## src/rtl/branch_resolve_unit.sv

```systemverilog
// Branch resolution unit: checks queued fetch predictions against execute outcomes,
// maintains the 2-bit BHT read by fetch, and raises a timed flush with a redirect on mispredict.
module branch_resolve_unit #(
    parameter int ADDR_W       = 5,
    parameter int IDX_W        = 3,
    parameter int QDEPTH       = 4,
    parameter int FLUSH_CYCLES = 2
) (
    input  logic                      clk,
    input  logic                      reset,
    input  logic [ADDR_W-1:0]         lookup_pc,
    output logic                      lookup_taken,
    input  logic                      pred_valid,
    output logic                      pred_ready,
    input  logic [ADDR_W-1:0]         pred_pc,
    input  logic                      pred_taken,
    input  logic [ADDR_W-1:0]         pred_target,
    input  logic                      res_valid,
    input  logic                      res_taken,
    input  logic [ADDR_W-1:0]         res_target,
    input  logic [ADDR_W-1:0]         res_fallthrough,
    output logic                      flush,
    output logic [ADDR_W-1:0]         redirect_pc,
    output logic [$clog2(QDEPTH):0]   q_count,
    output logic [7:0]                mispredict_cnt,
    output logic                      orphan_err
);

    localparam int PTR_W = $clog2(QDEPTH);
    localparam int CNT_W = PTR_W + 1;
    localparam int FLC_W = (FLUSH_CYCLES > 1) ? $clog2(FLUSH_CYCLES) : 1;
    localparam logic [CNT_W-1:0] FULL     = CNT_W'(QDEPTH);
    localparam logic [FLC_W-1:0] FLC_LOAD = FLC_W'(FLUSH_CYCLES - 1);

    typedef enum logic {RUN, FLUSH} state_t;

    state_t                 state_q, state_d;
    logic [FLC_W-1:0]       flc_q, flc_d;
    logic [PTR_W-1:0]       head_q, head_d, tail_q, tail_d;
    logic [CNT_W-1:0]       cnt_q, cnt_d;
    logic [ADDR_W-1:0]      redirect_q, redirect_d;
    logic [7:0]             mcnt_q, mcnt_d;
    logic                   orphan_q, orphan_d;

    logic [IDX_W-1:0]       q_idx_q   [QDEPTH];
    logic                   q_taken_q [QDEPTH];
    logic [ADDR_W-1:0]      q_tgt_q   [QDEPTH];
    logic [1:0]             bht_q     [2**IDX_W];

    logic run, do_res, do_enq, orphan, mispredict;
    logic unused_pc_bits;

    function automatic logic [1:0] bht_next(input logic [1:0] c, input logic up);
        if (up) return (c == 2'b11) ? c : c + 2'b01;
        return (c == 2'b00) ? c : c - 2'b01;
    endfunction

    function automatic logic [7:0] sat_inc8(input logic [7:0] v);
        return (v == 8'hFF) ? v : v + 8'd1;
    endfunction

    // Only the BHT index bits of a PC are ever needed.
    assign unused_pc_bits = ^{lookup_pc[ADDR_W-1:IDX_W], pred_pc[ADDR_W-1:IDX_W]};

    assign run        = (state_q == RUN);
    assign do_res     = run && res_valid && (cnt_q != '0);
    assign orphan     = run && res_valid && (cnt_q == '0);
    assign pred_ready = run && ((cnt_q < FULL) || do_res);
    assign do_enq     = pred_valid && pred_ready;
    assign mispredict = do_res && ((q_taken_q[head_q] != res_taken) ||
                                   (res_taken && (q_tgt_q[head_q] != res_target)));

    assign lookup_taken   = bht_q[lookup_pc[IDX_W-1:0]][1];
    assign flush          = (state_q == FLUSH);
    assign redirect_pc    = redirect_q;
    assign q_count        = cnt_q;
    assign mispredict_cnt = mcnt_q;
    assign orphan_err     = orphan_q;

    always_comb begin
        state_d    = state_q;
        flc_d      = flc_q;
        head_d     = head_q;
        tail_d     = tail_q;
        cnt_d      = cnt_q;
        redirect_d = redirect_q;
        mcnt_d     = mcnt_q;
        orphan_d   = orphan_q;
        case (state_q)
            RUN: begin
                if (mispredict) begin
                    // Clearing the queue also drops any enqueue made this cycle.
                    state_d    = FLUSH;
                    flc_d      = FLC_LOAD;
                    head_d     = '0;
                    tail_d     = '0;
                    cnt_d      = '0;
                    redirect_d = res_taken ? res_target : res_fallthrough;
                    mcnt_d     = sat_inc8(mcnt_q);
                end else begin
                    if (do_enq) tail_d = tail_q + PTR_W'(1);
                    if (do_res) head_d = head_q + PTR_W'(1);
                    cnt_d = cnt_q + CNT_W'(do_enq) - CNT_W'(do_res);
                end
                if (orphan) orphan_d = 1'b1;
            end
            FLUSH: begin
                if (flc_q == '0) state_d = RUN;
                else             flc_d   = flc_q - FLC_W'(1);
            end
            default: state_d = RUN;
        endcase
    end

    always_ff @(posedge clk) begin
        if (!reset) begin
            state_q    <= RUN;
            flc_q      <= '0;
            head_q     <= '0;
            tail_q     <= '0;
            cnt_q      <= '0;
            redirect_q <= '0;
            mcnt_q     <= '0;
            orphan_q   <= 1'b0;
        end else begin
            state_q    <= state_d;
            flc_q      <= flc_d;
            head_q     <= head_d;
            tail_q     <= tail_d;
            cnt_q      <= cnt_d;
            redirect_q <= redirect_d;
            mcnt_q     <= mcnt_d;
            orphan_q   <= orphan_d;
        end
    end

    always_ff @(posedge clk) begin
        if (do_enq) begin
            q_idx_q[tail_q]   <= pred_pc[IDX_W-1:0];
            q_taken_q[tail_q] <= pred_taken;
            q_tgt_q[tail_q]   <= pred_target;
        end
    end

    always_ff @(posedge clk) begin
        if (!reset) begin
            for (int i = 0; i < 2**IDX_W; i++) bht_q[i] <= 2'b01;
        end else if (do_res) begin
            bht_q[q_idx_q[head_q]] <= bht_next(bht_q[q_idx_q[head_q]], res_taken);
        end
    end

endmodule

```

## config.mk

```make
export PLATFORM = sky130hd
export DESIGN_NAME = branch_resolve_unit
export DESIGN_NICKNAME = d
export VERILOG_FILES = /design/src/rtl/branch_resolve_unit.sv
export SDC_FILE = /design/constraint.sdc
export NUM_CORES = 1
export LEC_CHECK = 0
export ABC_AREA = 1
export CAP_MARGIN = 10
export CORE_AREA = 2 2 85 87
export DETAILED_ROUTE_END_ITERATION = 16
export DIE_AREA = 0 0 87 89
export GPL_TIMING_DRIVEN = 0
export HOLD_SLACK_MARGIN = 0.15
export MAX_ROUTING_LAYER = met4
export PLACE_DENSITY = 0.81
export SYNTH_ARGS = -nofsm -noshare
export SYNTH_HDL_FRONTEND = slang
export SYNTH_SLANG_ARGS = --single-unit
```

## constraint.sdc

```tcl
create_clock -name clk -period 3.7 [get_ports clk]
set_clock_uncertainty 0.1 [all_clocks]
set_input_delay 1.11 -clock clk [delete_from_list [all_inputs] [get_ports clk]]
set_output_delay 1.11 -clock clk [all_outputs]
set_load 0.005 [all_outputs]
```

# Word-level counts from Yosys, hierarchy flattened
# Memories as Yosys holds them, arrays and structs flattened. A register that Yosys moved wholly into a read port is not among the register bits.
# Cells that the tools add are included.
dict set report word_totals {
  n_memories 4
  reg_bits 23
  output_inout_bits 20
  ram_bits 52
}
dict set report classes {
  n_reduce_logical 20
  eq_ne 5
  addsub 8
  magnitude_cmp 1
  bitwise_logic 2
  n_mux 36
}
# name words word_bits read_ports rd_ports_with_merged_regs wr line
set memory_table {}
lappend memory_table {q_tgt_q 4 5 1 1 1 47} ;# logic [ADDR_W-1:0] q_tgt_q [QDEPTH];
lappend memory_table {bht_q 8 2 2 0 8 48} ;# logic [1:0] bht_q [2**IDX_W];
lappend memory_table {q_idx_q 4 3 1 1 1 45} ;# logic [IDX_W-1:0] q_idx_q [QDEPTH];
lappend memory_table {q_taken_q 4 1 1 1 1 46} ;# logic q_taken_q [QDEPTH];
# op n
set ops {}
lappend ops {{2-to-1 mux 2 bit} 17}
lappend ops {{2-to-1 mux 1 bit} 14}
lappend ops {{adder 8 x 1 -> 8 bit (second input constant)} 1}
lappend ops {{equality test 8 bit (second input constant)} 1}
lappend ops {{AND reduction 2 bit} 4}
lappend ops {{logical AND 1 bit} 7}
lappend ops {{adder 2 x 1 -> 2 bit (second input constant)} 3}
lappend ops {{2-to-1 mux 3 bit} 2}
lappend ops {{2-to-1 mux 5 bit} 1}
lappend ops {{inequality test 5 bit} 1}
lappend ops {{case mux 1 bit (2 select lines)} 2}
lappend ops {{nonzero test 2 bit} 2}
lappend ops {{adder 3 x 1 -> 3 bit} 1}
lappend ops {{logical NOT 3 bit} 1}
lappend ops {{< comparator 3 bit (second input constant)} 1}
lappend ops {{AND reduction 3 bit} 1}
lappend ops {{nonzero test 3 bit} 1}
lappend ops {{subtractor 3 x 1 -> 3 bit} 1}
lappend ops {{equality test 2 bit (second input constant)} 1}
lappend ops {{logical NOT 2 bit} 1}
lappend ops {{logical OR 1 bit} 2}
lappend ops {{inequality test 2 x 1 -> 1 bit (second input constant)} 1}
lappend ops {{inverter 1 bit} 2}
lappend ops {{OR reduction 2 bit} 1}
lappend ops {{3 further kinds} 3}

# Longest topological paths before layout
dict set report logic_depth {
  word_depth 9
  ltp_mapped 15
  depth_no_buf 14
}

# Worst setup path after synthesis
# Ideal clock, no wire load.
dict set report synth_timing {
  path_type {in2reg}
  startpoint {input port res_valid}
  endpoint {register cnt_q[2], in the netlist q_count[2]}
  t_required_ns 3.482
  path_stages 12
  arrival_ns 2.737
  n_path_buf 0
  slack_ns 0.745
  path_cell_list {nand2_1 a21oi_1 nand2_2 ha_1 inv_1 ha_1 inv_1 fa_1 a21oi_1 o21ai_0 o211ai_1 nor2_1}
}
dict set report synth_via {
  elab_chain_cells 8
}
# item line
set synth_rtl {}
lappend synth_rtl {{start, declared} 18} ;# input logic res_valid,
lappend synth_rtl {{logical AND 1 bit (2 in series)} 66} ;# assign do_res = run && res_valid && (cnt_q != '0);
lappend synth_rtl {{logical OR 1 bit} 68} ;# assign pred_ready = run && ((cnt_q < FULL) || do_res);
lappend synth_rtl {{logical AND 1 bit} 68}
lappend synth_rtl {{named net pred_ready} 14} ;# output logic pred_ready,
lappend synth_rtl {{logical AND 1 bit} 69} ;# assign do_enq = pred_valid && pred_ready;
lappend synth_rtl {{adder 3 x 1 -> 3 bit} 103} ;# cnt_d = cnt_q + CNT_W'(do_enq) - CNT_W'(do_res);
lappend synth_rtl {{subtractor 3 x 1 -> 3 bit} 103}
lappend synth_rtl {{2-to-1 mux 3 bit} 91} ;# if (mispredict) begin
lappend synth_rtl {{end signal, assigned} 130} ;# cnt_q <= cnt_d;
lappend synth_rtl {{end, declared} 40} ;# logic [CNT_W-1:0] cnt_q, cnt_d;
# The timed path passes the listed nets, and every way through them passes these cells.
# A chain may end at the register's enable or synchronous reset.

# Worst setup path after layout
dict set report layout_timing {
  startpoint {input port lookup_pc[0]}
  endpoint {output port lookup_taken}
}
dict set report layout_via {
  elab_chain_cells 1
}
# item line
set layout_rtl {}
lappend layout_rtl {{start, declared} 11} ;# input logic [ADDR_W-1:0] lookup_pc,
lappend layout_rtl {{memory (8 x 2 bit)} n/a}
lappend layout_rtl {{end, declared} 12} ;# output logic lookup_taken,
# Every way passes these cells.

==> qor.yml <==
clock_network:
  clk_pin_slew_ns: 0.07
  clock_sinks: 77
  clk_latency_ns: 0.35
  cts_root_buf: "clkbuf_8"
  cts_buffer_depth: 2
  ctsHoldBuffers: 0
  cts_tree: "done"
  htree_levels: 3
  cts_made_buffers: 9
  postCtsSetupBuffers: 0
setup_path:
  rr_endpoint: "q_count[2]"
  worst_setup_path_start_kind: "primary input"
  rr_worst_depth: 14
  critPathBufInv: 3
  critPathKind: "primary input to output port"
  worstPathArrival_ns: 2.44
  slowest_stage: "clkdlybuf4s50_1"
  r2r-start: "flush"
  crit_fanout: 5
  endpoint_kind: "output port"
  path_cells: "clkdlybuf4s15_1 > inv_2 > nor2_1 > o32ai_1 > mux2_4 > clkdlybuf4s50_1"
  cp_slowest_stage_delay_ns: 0.48
  critical-path-top-delay-family: "buffers and inverters"
  rrSetupSlack_ns: 1.13
  worstPathRequired_ns: 2.49
final_layout:
  fin_area_mm2: 0.00460
  layout_commonest_cell: "nand2_1"
  areaGrowthSynthToFinish_pct: 20.5
  diodes: 0
  fin_nets: 513
  mostFrequentLayoutCells: "nand2_1, edfxtp_1, clkdlybuf4s50_1"
  fin_cells: 559
  final_util_pct: 68.5
  drive_above_1_share_pct: 14.2
synthesis:
  async_flop_share_pct: 0
  synth_seq_cells: 77
  syn_avg_cell_area_um2: 9.15
  synthCells: 417
  ys_types: 40
  synth_edf_count: 52
  synth_fp_nets: 456
  yosysWarnings: 0
  yosysSeqAreaShare_pct: 54.0
  syn-cell-area_mm2: 0.00382
  synthFlopType: "edfxtp_1"
global_route:
  grt_max_degree: 14
  antenna_found_initial: 0
  gr-total-overflow: 0
  grt_pass1_vias: 2816
  grt_use_total_pct: 22.5
  grt_pass1_wl_um: 12800
timing:
  fin_setup_tns_ns: 0
  fin_crit_sh_pct: 98.6
  max_freq_ghz: 0.274
  maxSlewViolCount: 0
  setup_viol: 0
  slew_headroom_pct: 40.4
  worst_slack_ns: 0.0533
  worstMarginPinSlew_ns: 0.891
  hold_viol_final: 0
  rsz0062_at_grt: "false"
  fin_crit_ns: 3.65
  whs_ns: 0.371
worst_hold_path:
  min_to: "flc_q"
  hp-start: "flc_q"
  hp-class: "flip-flop to flip-flop"
  whs_path_depth: 2
place:
  dp.cells: 543
  portBuffers: 46
  dp_slack_ns: -0.177
  dpl_cell_area_mm2: 0.00438
  hpwl_um: 5690
  gp_congestion: 0.864
route:
  wl_per_cell_um: 14.2
  top_layer_used: "met4"
  ant_nets: 0
  vias: 2985
  drt_iter0_markers: 167
  firstDrtPassIters: 6
  drc: 0
  dr_wl_met2_um: 4000
  wl_met1_um: 3470
  wl_um: 7910
  wl_met3_um: 338
  viasPerCell: 5.34
floorplanning:
  die_w_um: 87
  die-area_mm2: 0.00774
  io_pins: 51
  fp.coreArea_mm2: 0.00672
  dieHeight_um: 89
  initial_core_util_pct: 56.8
  num_rows: 30
status:
  status: "complete, no violations"
pwr:
  max-vdd-ir-drop_mv: 0.387
  p_leak_nw: 1.78
  p_total_mw: 2.74
  pwr_density_cell_mw_per_mm2: 595
run:
  cap_violations: 0
==> how the worst max path moves through the flow <==
stage                  from           end  slack (ns)  cells past startpoint
2_1_floorplan     res_valid    q_count[2]        0.75                     12
3_3_place_gp   lookup_pc[0]  lookup_taken       -0.16                      6
3_5_place_dp   lookup_pc[0]  lookup_taken       -0.18                      6
4_1_cts        lookup_pc[0]  lookup_taken        0.03                      6
5_1_grt        lookup_pc[0]  lookup_taken       0.007                      6
6_report       lookup_pc[0]  lookup_taken        0.05                      6
==> worst register-to-register path: stages (launching register included) <==
cell and delay (ns):
dfxtp_1 0.31, buf_2 0.16, inv_1 0.12, nand2_1 0.08
a21oi_1 0.21, nand2_2 0.17, ha_1 0.32, inv_1 0.05
ha_1 0.14, inv_1 0.05, fa_1 0.37, a21oi_1 0.14
o21ai_0 0.09, o211ai_1 0.09, nor2_1 0.07
==> state kept, by name, indices dropped and copies added (netlist names), named ones only <==
signal	cells
q_taken_q	4
tail_q	2
mispredict_cnt	8
q_count	3
flc_q	1
orphan_err	1
flush	1
q_idx_q	12
q_tgt_q	20
head_q	2
bht_q	16
redirect_pc	5
==> cells by family (layout without fill, tap and decap cells) <==
logic type               Yosys count  count (layout)  share of synthesized area, %
adder cells (fa/ha/maj)            8               8                          2.82
buffers and inverters             52             114                          6.59
multiplexers                       1               1                         0.295
AND/OR/NAND/NOR                  228             228                          28.0
flip-flops                        77              77                          54.0
XOR/XNOR                           6               6                          1.38
AO/OA/AOI/OAI                     45              45                          6.88
==> synth_stat cells (3+ instances only) <==
library cell | number | share of area, %
nand2_2 | 18 | 2.9
nand3_2 | 7 | 1.8
nand3_1 | 40 | 5.2
o21ai_0 | 8 | 1.0
nand3b_1 | 3 | 0.59
a21oi_2 | 5 | 1.1
nor2_1 | 35 | 3.4
xor2_1 | 3 | 0.69
nor2_2 | 4 | 0.66
inv_1 | 37 | 3.6
xnor2_1 | 3 | 0.69
a21oi_1 | 26 | 3.4
nand2_1 | 110 | 11
nand4_1 | 6 | 0.98
edfxtp_1 | 52 | 41
ha_1 | 7 | 2.3
dfxtp_1 | 25 | 13
==> final cells by class <==
cell class | instances | area [um2]
buffer | 9 | 81.3
clock buffer | 9 | 124
timing repair buffer | 46 | 459
inverter | 43 | 170
sequential | 77 | 2060
clock inverter | 7 | 88.8
tap | 80 | 100
fill | 550 | 2120
multi-input combinational | 288 | 1520
==> timing repair <==
item                                    CTS  global route
endpoints found under the setup margin    1             1
gates resized for setup                   4             2
pin swaps                                 1             1
==> power by group <==
part	internal, mW	leakage, nW	switching [mW]	total [mW]
clock network	0.376	0.105	0.301	0.677
registers	1.03	0.671	0.0565	1.08
logic	0.357	1.00	0.620	0.977
==> per-layer routing <==
metal  vias up  GRT usage [%]
met3        11           2.86
met1      1389           28.4
met4         0           8.24
met2        83           37.3
li1       1502              -
met5         -              -
Power figures use the tool's default switching activity.
